<file path="src/rtl/mmu_tlb_regs_pkg.sv">
// Shared MMU definitions: CP0 register selects, TLB op codes, FSM states,
// field positions of the MMU registers and the TLB entry layout.
package mmu_tlb_regs_pkg;

    typedef enum logic [3:0] {
        MMU_REG_NONE     = 4'd0,
        MMU_REG_INDEX    = 4'd1,
        MMU_REG_RANDOM   = 4'd2,
        MMU_REG_ENTRYLO0 = 4'd3,
        MMU_REG_ENTRYLO1 = 4'd4,
        MMU_REG_CTX      = 4'd5,
        MMU_REG_PAGEMASK = 4'd6,
        MMU_REG_WIRED    = 4'd7,
        MMU_REG_ENTRYHI  = 4'd8
    } mmu_reg_t;

    typedef enum logic [1:0] {
        TLB_OP_TLBR  = 2'd0,
        TLB_OP_TLBWI = 2'd1,
        TLB_OP_TLBWR = 2'd2,
        TLB_OP_TLBP  = 2'd3
    } tlb_op_t;

    typedef enum logic [1:0] {
        ST_IDLE  = 2'd0,
        ST_PROBE = 2'd1,
        ST_DONE  = 2'd2
    } tlb_state_t;

    localparam int VPN2_LO    = 13;
    localparam int VPN2_W     = 19;
    localparam int ASID_W     = 8;
    localparam int LO_W       = 26;
    localparam int PTEBASE_LO = 23;
    localparam int PTEBASE_W  = 9;
    localparam int BADVPN2_LO = 4;
    localparam int INDEX_P    = 31;

    // EntryLo images are kept without their G bit; G is stored once per entry.
    typedef struct packed {
        logic [VPN2_W-1:0] vpn2;
        logic [ASID_W-1:0] asid;
        logic              g;
        logic [LO_W-2:0]   lo0;
        logic [LO_W-2:0]   lo1;
    } tlb_entry_t;

endpackage

</file>
<file path="src/rtl/tlb_match.sv">
// Combinational comparison of one TLB entry against a VPN2/ASID pair.
// Shared between the TLBP probe and the address translation path.
module tlb_match
    import mmu_tlb_regs_pkg::*;
(
    input  logic [VPN2_W-1:0] entry_vpn2,
    input  logic [ASID_W-1:0] entry_asid,
    input  logic              entry_g,
    input  logic [VPN2_W-1:0] vpn2,
    input  logic [ASID_W-1:0] asid,
    output logic              hit
);

    assign hit = (entry_vpn2 == vpn2) && (entry_g || (entry_asid == asid));

endmodule

</file>
<file path="src/rtl/mmu_tlb_regs.sv">
// MMU-visible CP0 registers and the TLB entry array: MTC0/MFC0 access,
// TLBR/TLBWI/TLBWR and a sequential one-entry-per-cycle TLBP probe.
module mmu_tlb_regs
    import mmu_tlb_regs_pkg::*;
#(
    parameter int NENTRIES = 16,
    parameter int IDXW     = 4
) (
    input  logic        clk,
    input  logic        rst_n,
    input  logic [3:0]  mmu_reg,
    input  logic [31:0] mmu_dataIn,
    output logic [31:0] mmu_dataOut,
    input  logic        readMMUReg,
    input  logic        writeMMUReg,
    input  logic        tlbReq,
    input  logic [1:0]  tlbOp,
    output logic        tlbBusy,
    output logic        tlbDone,
    input  logic        excTlb,
    input  logic [31:0] badVAddr
);

    localparam logic [IDXW-1:0] LAST = IDXW'(NENTRIES - 1);

    tlb_state_t           state;
    logic [IDXW-1:0]      ptr;
    logic                 index_p;
    logic [IDXW-1:0]      index_idx;
    logic [IDXW-1:0]      random;
    logic [IDXW-1:0]      wired;
    logic [LO_W-1:0]      entrylo0;
    logic [LO_W-1:0]      entrylo1;
    logic [PTEBASE_W-1:0] ctx_ptebase;
    logic [VPN2_W-1:0]    ctx_badvpn2;
    logic [VPN2_W-1:0]    hi_vpn2;
    logic [ASID_W-1:0]    hi_asid;
    tlb_entry_t           entries [NENTRIES];

    mmu_reg_t   sel;
    tlb_op_t    op;
    logic       wr_en;
    logic       probe_hit;
    tlb_entry_t probe_entry;
    tlb_entry_t rd_entry;
    tlb_entry_t new_entry;

    assign sel   = mmu_reg_t'(mmu_reg);
    assign op    = tlb_op_t'(tlbOp);
    assign wr_en = writeMMUReg && (state == ST_IDLE);

    assign probe_entry = entries[ptr];
    assign rd_entry    = entries[index_idx];
    assign new_entry   = '{vpn2: hi_vpn2,
                           asid: hi_asid,
                           g:    entrylo0[0] & entrylo1[0],
                           lo0:  entrylo0[LO_W-1:1],
                           lo1:  entrylo1[LO_W-1:1]};

    tlb_match u_probe_match (
        .entry_vpn2 (probe_entry.vpn2),
        .entry_asid (probe_entry.asid),
        .entry_g    (probe_entry.g),
        .vpn2       (hi_vpn2),
        .asid       (hi_asid),
        .hit        (probe_hit)
    );

    // MFC0 has no side effects, so the read strobe only matters upstream.
    logic unused_inputs;
    assign unused_inputs = ^{readMMUReg, badVAddr[VPN2_LO-1:0]};

    always_comb begin
        mmu_dataOut = '0;
        case (sel)
            MMU_REG_INDEX: begin
                mmu_dataOut[INDEX_P]    = index_p;
                mmu_dataOut[IDXW-1:0]   = index_idx;
            end
            MMU_REG_RANDOM:   mmu_dataOut[IDXW-1:0] = random;
            MMU_REG_ENTRYLO0: mmu_dataOut[LO_W-1:0] = entrylo0;
            MMU_REG_ENTRYLO1: mmu_dataOut[LO_W-1:0] = entrylo1;
            MMU_REG_CTX: begin
                mmu_dataOut[31:PTEBASE_LO]         = ctx_ptebase;
                mmu_dataOut[PTEBASE_LO-1:BADVPN2_LO] = ctx_badvpn2;
            end
            MMU_REG_WIRED:    mmu_dataOut[IDXW-1:0] = wired;
            MMU_REG_ENTRYHI: begin
                mmu_dataOut[31:VPN2_LO]  = hi_vpn2;
                mmu_dataOut[ASID_W-1:0]  = hi_asid;
            end
            default: ;
        endcase
    end

    always_ff @(posedge clk or negedge rst_n) begin
        if (!rst_n) begin
            state       <= ST_IDLE;
            ptr         <= '0;
            index_p     <= 1'b0;
            index_idx   <= '0;
            random      <= LAST;
            wired       <= '0;
            entrylo0    <= '0;
            entrylo1    <= '0;
            ctx_ptebase <= '0;
            ctx_badvpn2 <= '0;
            hi_vpn2     <= '0;
            hi_asid     <= '0;
            tlbBusy     <= 1'b0;
            tlbDone     <= 1'b0;
            // NOTE: the entry array is deliberately reset so that every entry
            // starts invalid; this keeps it in flops rather than a RAM macro.
            for (int i = 0; i < NENTRIES; i++) begin
                entries[i] <= '0;
            end
        end else begin
            if (wr_en && sel == MMU_REG_WIRED) begin
                random <= LAST;
            end else if (random == wired || random == '0) begin
                random <= LAST;
            end else begin
                random <= random - IDXW'(1);
            end

            // NOTE: the last non-blocking assignment to a register in this
            // block wins, so MTC0, then TLB ops, then excTlb encodes priority.
            if (wr_en) begin
                case (sel)
                    MMU_REG_INDEX:    index_idx   <= mmu_dataIn[IDXW-1:0];
                    MMU_REG_ENTRYLO0: entrylo0    <= mmu_dataIn[LO_W-1:0];
                    MMU_REG_ENTRYLO1: entrylo1    <= mmu_dataIn[LO_W-1:0];
                    MMU_REG_CTX:      ctx_ptebase <= mmu_dataIn[31:PTEBASE_LO];
                    MMU_REG_WIRED:    wired       <= mmu_dataIn[IDXW-1:0];
                    MMU_REG_ENTRYHI: begin
                        hi_vpn2 <= mmu_dataIn[31:VPN2_LO];
                        hi_asid <= mmu_dataIn[ASID_W-1:0];
                    end
                    default: ;
                endcase
            end

            case (state)
                ST_IDLE: begin
                    if (tlbReq) begin
                        tlbBusy <= 1'b1;
                        case (op)
                            TLB_OP_TLBR: begin
                                hi_vpn2  <= rd_entry.vpn2;
                                hi_asid  <= rd_entry.asid;
                                entrylo0 <= {rd_entry.lo0, rd_entry.g};
                                entrylo1 <= {rd_entry.lo1, rd_entry.g};
                                state    <= ST_DONE;
                            end
                            TLB_OP_TLBWI: begin
                                entries[index_idx] <= new_entry;
                                state              <= ST_DONE;
                            end
                            TLB_OP_TLBWR: begin
                                entries[random] <= new_entry;
                                state           <= ST_DONE;
                            end
                            TLB_OP_TLBP: begin
                                ptr   <= '0;
                                state <= ST_PROBE;
                            end
                        endcase
                    end
                end
                ST_PROBE: begin
                    if (probe_hit || ptr == LAST) begin
                        index_p   <= ~probe_hit;
                        index_idx <= probe_hit ? ptr : '0;
                        tlbBusy   <= 1'b0;
                        tlbDone   <= 1'b1;
                        state     <= ST_DONE;
                    end else begin
                        ptr <= ptr + IDXW'(1);
                    end
                end
                ST_DONE: begin
                    // Reads/writes spend a busy cycle here before the done pulse.
                    if (tlbDone) begin
                        tlbDone <= 1'b0;
                        state   <= ST_IDLE;
                    end else begin
                        tlbBusy <= 1'b0;
                        tlbDone <= 1'b1;
                    end
                end
                default: state <= ST_IDLE;
            endcase

            if (excTlb) begin
                hi_vpn2     <= badVAddr[31:VPN2_LO];
                ctx_badvpn2 <= badVAddr[31:VPN2_LO];
            end
        end
    end

endmodule
</file>
<file path="config.mk">
export PLATFORM = sky130hd
export DESIGN_NAME = mmu_tlb_regs
export DESIGN_NICKNAME = d
export VERILOG_FILES = /design/src/rtl/mmu_tlb_regs_pkg.sv /design/src/rtl/tlb_match.sv /design/src/rtl/mmu_tlb_regs.sv
export SDC_FILE = /design/constraint.sdc
export NUM_CORES = 2
export LEC_CHECK = 0
export CAP_MARGIN = 10
export CORE_MARGIN = 4
export CORE_UTILIZATION = 28
export CTS_CLUSTER_SIZE = 16
export DETAILED_ROUTE_END_ITERATION = 7
export PLACE_DENSITY = 0.49
export RECOVER_POWER = 25
export SLEW_MARGIN = 10
export SYNTH_ARGS = -nofsm -noshare
export SYNTH_HDL_FRONTEND = slang
export SYNTH_SLANG_ARGS = --single-unit
</file>
<file path="constraint.sdc">
create_clock -name clk -period 4.1 [get_ports clk]
set_clock_uncertainty 0.1 [all_clocks]
set_input_delay 0.82 -clock clk [delete_from_list [all_inputs] [get_ports clk]]
set_output_delay 0.82 -clock clk [all_outputs]
set_load 0.03 [all_outputs]
</file>
### Yosys cells after proc, flatten, opt, wreduce, memory -nomap -nowiden

Index checks and enable logic that the tools add are counted.

* $add $sub $neg: 2
* $lt $le $gt $ge: 5
* eq/ne operators: 22
* mux-type cells: 63
* bitwise logic cells: 5
* reductions and logical operators: 24

Operator list (count)
* $bwmux 1248: 2
* $pmux 1248 s2: 1
* $bmux 78 s4: 2
* $demux 78 s4: 2
* $mux 78: 6
* $mux 26: 10
* $mux 19: 6
* $pmux 13 s4: 1
* $mux 4: 10
* $mux 8: 5
* $pmux 4 s6: 1
* $eq 19x19->1: 1
* $pmux 4 s4: 1
* $ge 5x5->1 const B: 3
* $not 4->5: 3
* $pmux 5 s3: 1
* $eq 4x3->1 const B: 3
* $lt 5x1->1 const B: 2
* $ne 2x2->1 const B: 5
* $pmux 5 s2: 1
* $eq 4x2->1 const B: 2
* $eq 4x4->1 const B: 2
* $eq 8x8->1: 1
* $pmux 4 s2: 1
* 25 further kinds: 49

* register bits after elaboration: 1376
* word-level logic and storage cells: 215

### Depth between registers and ports, before layout

* word-level depth: 10
* mapped depth: 15
* mapped depth without buffers: 9

### By module

Synthesis repeated with hierarchy kept, for this count alone.

* cell total of the unflattened synthesis: 4482
* area, all modules: 66746.5 µm²

Modules (own cells, without submodules)
* mmu_tlb_regs: instances 1, cells an instance 4445, area each 66446.2 µm²
* tlb_match: instances 1, cells an instance 37, area each 300.3 µm²

### Worst setup path after synthesis

Ideal clock, no wire load.

* kind: in2reg
* start point: input port tlbOp[0]
* end point: register entries[1136] in the netlist's numbering
* data arrival time: 3.035 ns
* required time: 3.875 ns
* path slack: 0.840 ns
* stages: 9
* path buffers: 2
* cells stage by stage: inv_1 > ha_1 > or3b_2 > nor3_1 > a31oi_1 > nor2_1 > clkbuf_1 > clkbuf_1 > mux2_2

* word-level cells in the longest chain between the ends: 3

RTL lines
* from (decl): line mmu_tlb_regs.sv:17 `input logic [1:0] tlbOp,`
* $eq 2x2->1 or $eq 2x1->1 (tied branches): line mmu_tlb_regs.sv:147 `case (op)`
* $reduce_bool 2->1 (no line)
* $reduce_and 3->1 (no line)
* to (signal, indexed assignment): line mmu_tlb_regs.sv:156 `entries[index_idx] <= new_entry;`
* to (signal, indexed assignment): line mmu_tlb_regs.sv:160 `entries[random] <= new_entry;`
* to (decl): line mmu_tlb_regs.sv:38 `tlb_entry_t entries [NENTRIES];`

Several ways; a longest one is shown, not always the timed one.
A chain may end at the register's enable or synchronous reset.

### Worst setup path after layout

* start point: input port mmu_reg[0]
* end point: output port mmu_dataOut[5]

* word-level cells in the longest chain between the ends: 2

RTL lines
* from (decl): line mmu_tlb_regs.sv:11 `input logic [3:0] mmu_reg,`
* $eq 4x4->1 (tied with other cells): line mmu_tlb_regs.sv:75 `case (sel)`
* $pmux 4 s4 *: line mmu_tlb_regs.sv:75
* to (decl): line mmu_tlb_regs.sv:13 `output logic [31:0] mmu_dataOut,`

Every way passes the cells marked *; elsewhere a longest branch is shown, timed or not.

==> metrics.md <==
| Metric | Value |
|---|---|
| Layout cells sized above 1 | 0.491 |
| WS Path Type | in -> out |
| Buffers on Ports | between 90 and 100 |
| Die width | 496 um |
| Die Ht | 496 um |
| Syn_nets | 4528 |
| Drc violations | 0 |
| Initial core utilization | 0.282 |
| CP Launch Type | primary input |
| Routability cong. | around 0.77 |
| Max_cap viols | 2 |
| Tcrit/Tclk final | 0.982 |
| Hold Vio Cnt, Final | 0 |
| Fin crit period | 4.03 ns |
| Final setup viols | 0 |
| Worst Tran Pin Value | about 2.1 ns |
| Most used DFF post-synth | dfrtp_1 |
| Routed WL per cell | 26.6 um |
| Unrepaired setup endpoints after global routing | no |
| Detail Placement HPWL | 124000 um |
| I/O Pins | 110 |
| Vias per std cell | 5.11 |
| Worst hold stages | 1 |
| Via count | 39500 |
| Cell taking the most area after synthesis | dfrtp_1 |
| Initial antenna violation count | 7 |
| Htree depth | 4 |
| Failing checks | max-capacitance violations, max-slew violations |
| Root Buffer | clkbuf_16 |
| Crit end category | primary output |
| Post-synth EDFFs | 0 |
| Routed Wire Length | 205000 um |
| Clock Tree Buf Depth | 3 |
| Routed Antenna Nets | 0 |
| DR iter-0 viols | 2388 |
| Gate count of the mapped netlist | approximately 4400 |
| Syn avg cell area | 15.0 um2 |
| Drt first pass iters | 6 |
| Area growth syn-to-layout | 16.9% |
| Synthesized area | 66600 um2 |
| Leakage power | 35.2 nW |
| Skew-Pair Late Insertion Delay | ~0.80 ns |
| CTS tree | done |
| Depth of the worst register-to-register path | 13 |
| Synth async-reset ratio | 1.00 |
| Cell row count | 178 |
| PD cells | about 700 nW/um2 |
| First-pass GRT wire length | 306000 um |
| Synth unique cells | 71 |
| Status | complete, but fails checks |
| Worst hold slack | ~0.40 ns |
| Sequential fraction of the synthesis area | 0.517 |
| HP Class | reg -> reg |
| Crit path max fanout | 23 |
| Fill cell count | 23100 |
| Post-CTS sizing | 0 |
| TritonCTS Buffers | 155 |
| Top cells by area, synth | dfrtp_1 52%, mux2_2 21%, mux4_2 16% |
| Grt ovf | 0 |
| Synth top area share | 0.515 |
| R2R Setup Slk | around 0.25 ns |
| Largest net degree at the start of global routing | around 130 |
| Vias in the first global route | 42300 |
| Top-count cell post-synth | dfrtp_1 |
| CTS sink count | ~1400 |
| Clock slew at reported path FFs | 0.05 ns |
| WHS Endpoint | entries[187] |
| Synth warn | 0 |
| CP startpoint | mmu_reg[0] |
| Nets | 4538 |
| FF+latch count, synth | roughly 1400 |
| Fmax | 248 MHz |
| Top post-synthesis cells by count | 1372 x dfrtp_1, 1244 x mux2_2, 467 x mux4_2 |
| Maximum vdd drop | 0.370 mV |
| DIE AREA | 246000 um2 |
| CP arrival | 3.11 ns |
| Post-Place Cell Area | a little over 70000 um2 |
| R2R Path End | index_idx[1] |
| Core area | 236000 um2 |
| Max-slew violations | 93 |
| Worst r2r src | ptr[3] |
| GRT Total Usage | 0.168 |
| CP required | 3.18 ns |
| Critical hold path startpoint | entries[187] |
| Post-route cell area | 77900 um2 |
| Slew Limit Headroom | -0.404 |
| Setup TNS | 0 ns |
==> state kept, by name (all words and copies together) (netlist names) <==
name         count
entries       1248
tlbBusy          1
wired            4
random           4
entrylo0        26
state            2
ptr              4
ctx_badvpn2     19
hi_vpn2         19
entrylo1        26
ctx_ptebase      9
index_p          1
index_idx        4
hi_asid          8
tlbDone          1
==> report_power, final <==
group	switching (mW)	leakage (nW)	internal, mW
clock	5.87	2.61	8.51
sequential	4.58	18.5	18.3
combinational	7.44	14.1	10.0
==> kinds of logic (layout without fill, tap and decap cells) <==
group | Yosys count | after routing | share of synthesized area
buffers and inverters | 493 | 628 | 0.0306
XOR/XNOR | 30 | 30 | 0.00394
AO/OA/AOI/OAI | 298 | 298 | 0.0290
multiplexers | 1886 | 1886 | 0.394
AND/OR/NAND/NOR | 343 | 343 | 0.0227
flip-flops | 1376 | 1376 | 0.517
other | 0 | 4 | 0
adder cells (fa/ha/maj) | 13 | 13 | 0.00244
==> per-layer routing <==
| layer | track usage | routed length, um | part of all wire |
|---|---|---|---|
| met5 | 0 | 0 | 0 |
| met4 | 0.0479 | 5680 | 0.028 |
| met3 | 0.0212 | 6380 | 0.031 |
| met2 | 0.285 | 102000 | 0.50 |
| met1 | 0.224 | 91200 | 0.44 |
==> layout make-up <==
cell class                 count  area (um2)  area share
antenna                        4        10.0    0.000128
clock buffer                 236        4710      0.0604
clock inverter                46         582     0.00747
inverter                      37         139     0.00178
multi-input combinational   2570       30300       0.389
sequential                  1376       34500       0.442
tap                         3150        3940      0.0506
timing repair buffer         309        3760      0.0482
==> cells in the final DEF (no fill, tap or decap), types with 24 or more instances in the layout <==
| cell | instances |
|---|---|
| buf_12 | 105 |
| a22oi_1 | 24 |
| nand2_1 | 153 |
| clkbuf_8 | 46 |
| nor2_1 | 78 |
| clkdlybuf4s50_1 | 61 |
| a21oi_1 | 74 |
| dfrtp_1 | 1364 |
| clkbuf_16 | 158 |
| mux2_2 | 1244 |
| inv_1 | 35 |
| buf_4 | 127 |
| clkbuf_1 | 42 |
| mux4_2 | 467 |
| mux2i_1 | 174 |
| o21ai_0 | 91 |
==> worst max path at each step <==
stage | to | slack (ns)
2_1_floorplan | entries[1136] | 0.84
3_3_place_gp | mmu_dataOut[23] | 0.07
3_5_place_dp | entries[697] | 0.05
4_1_cts | mmu_dataOut[5] | 0.06
5_1_grt | mmu_dataOut[23] | 0.02
6_report | mmu_dataOut[5] | 0.07
==> critical path, cell delays in order <==
cell	delay (ns)
clkdlybuf4s50_1	0.59
buf_4	0.19
nor2b_1	0.08
and2_2	0.22
buf_12	0.16
a222oi_1	0.45
buf_4	0.26
nand2_1	0.13
buf_12	0.16
==> metrics by stage <==
| stage | setup WS [ns] | power [mW] | cells | util |
|---|---|---|---|---|
| floorplan | 0.840 | 34.5 | 4439 | - |
| global placement | 0.0708 | 40.3 | 7440 | 0.308 |
| detailed placement | 0.0482 | 40.7 | 7440 | 0.308 |
| CTS | 0.0554 | 55.3 | 7723 | 0.330 |
| global route | 0.0178 | 57.6 | 7725 | 0.330 |
| finish | 0.0737 | 54.7 | 7728 | 0.330 |
==> what timing repair did <==
item / CTS / global route
hold buffers: 1 / 0
setup endpoints to repair: 0 / 2
setup buffers: 0 / 1
endpoints found under the hold margin: 41 / 0
Note: power is estimated with default switching activity, not from simulation.
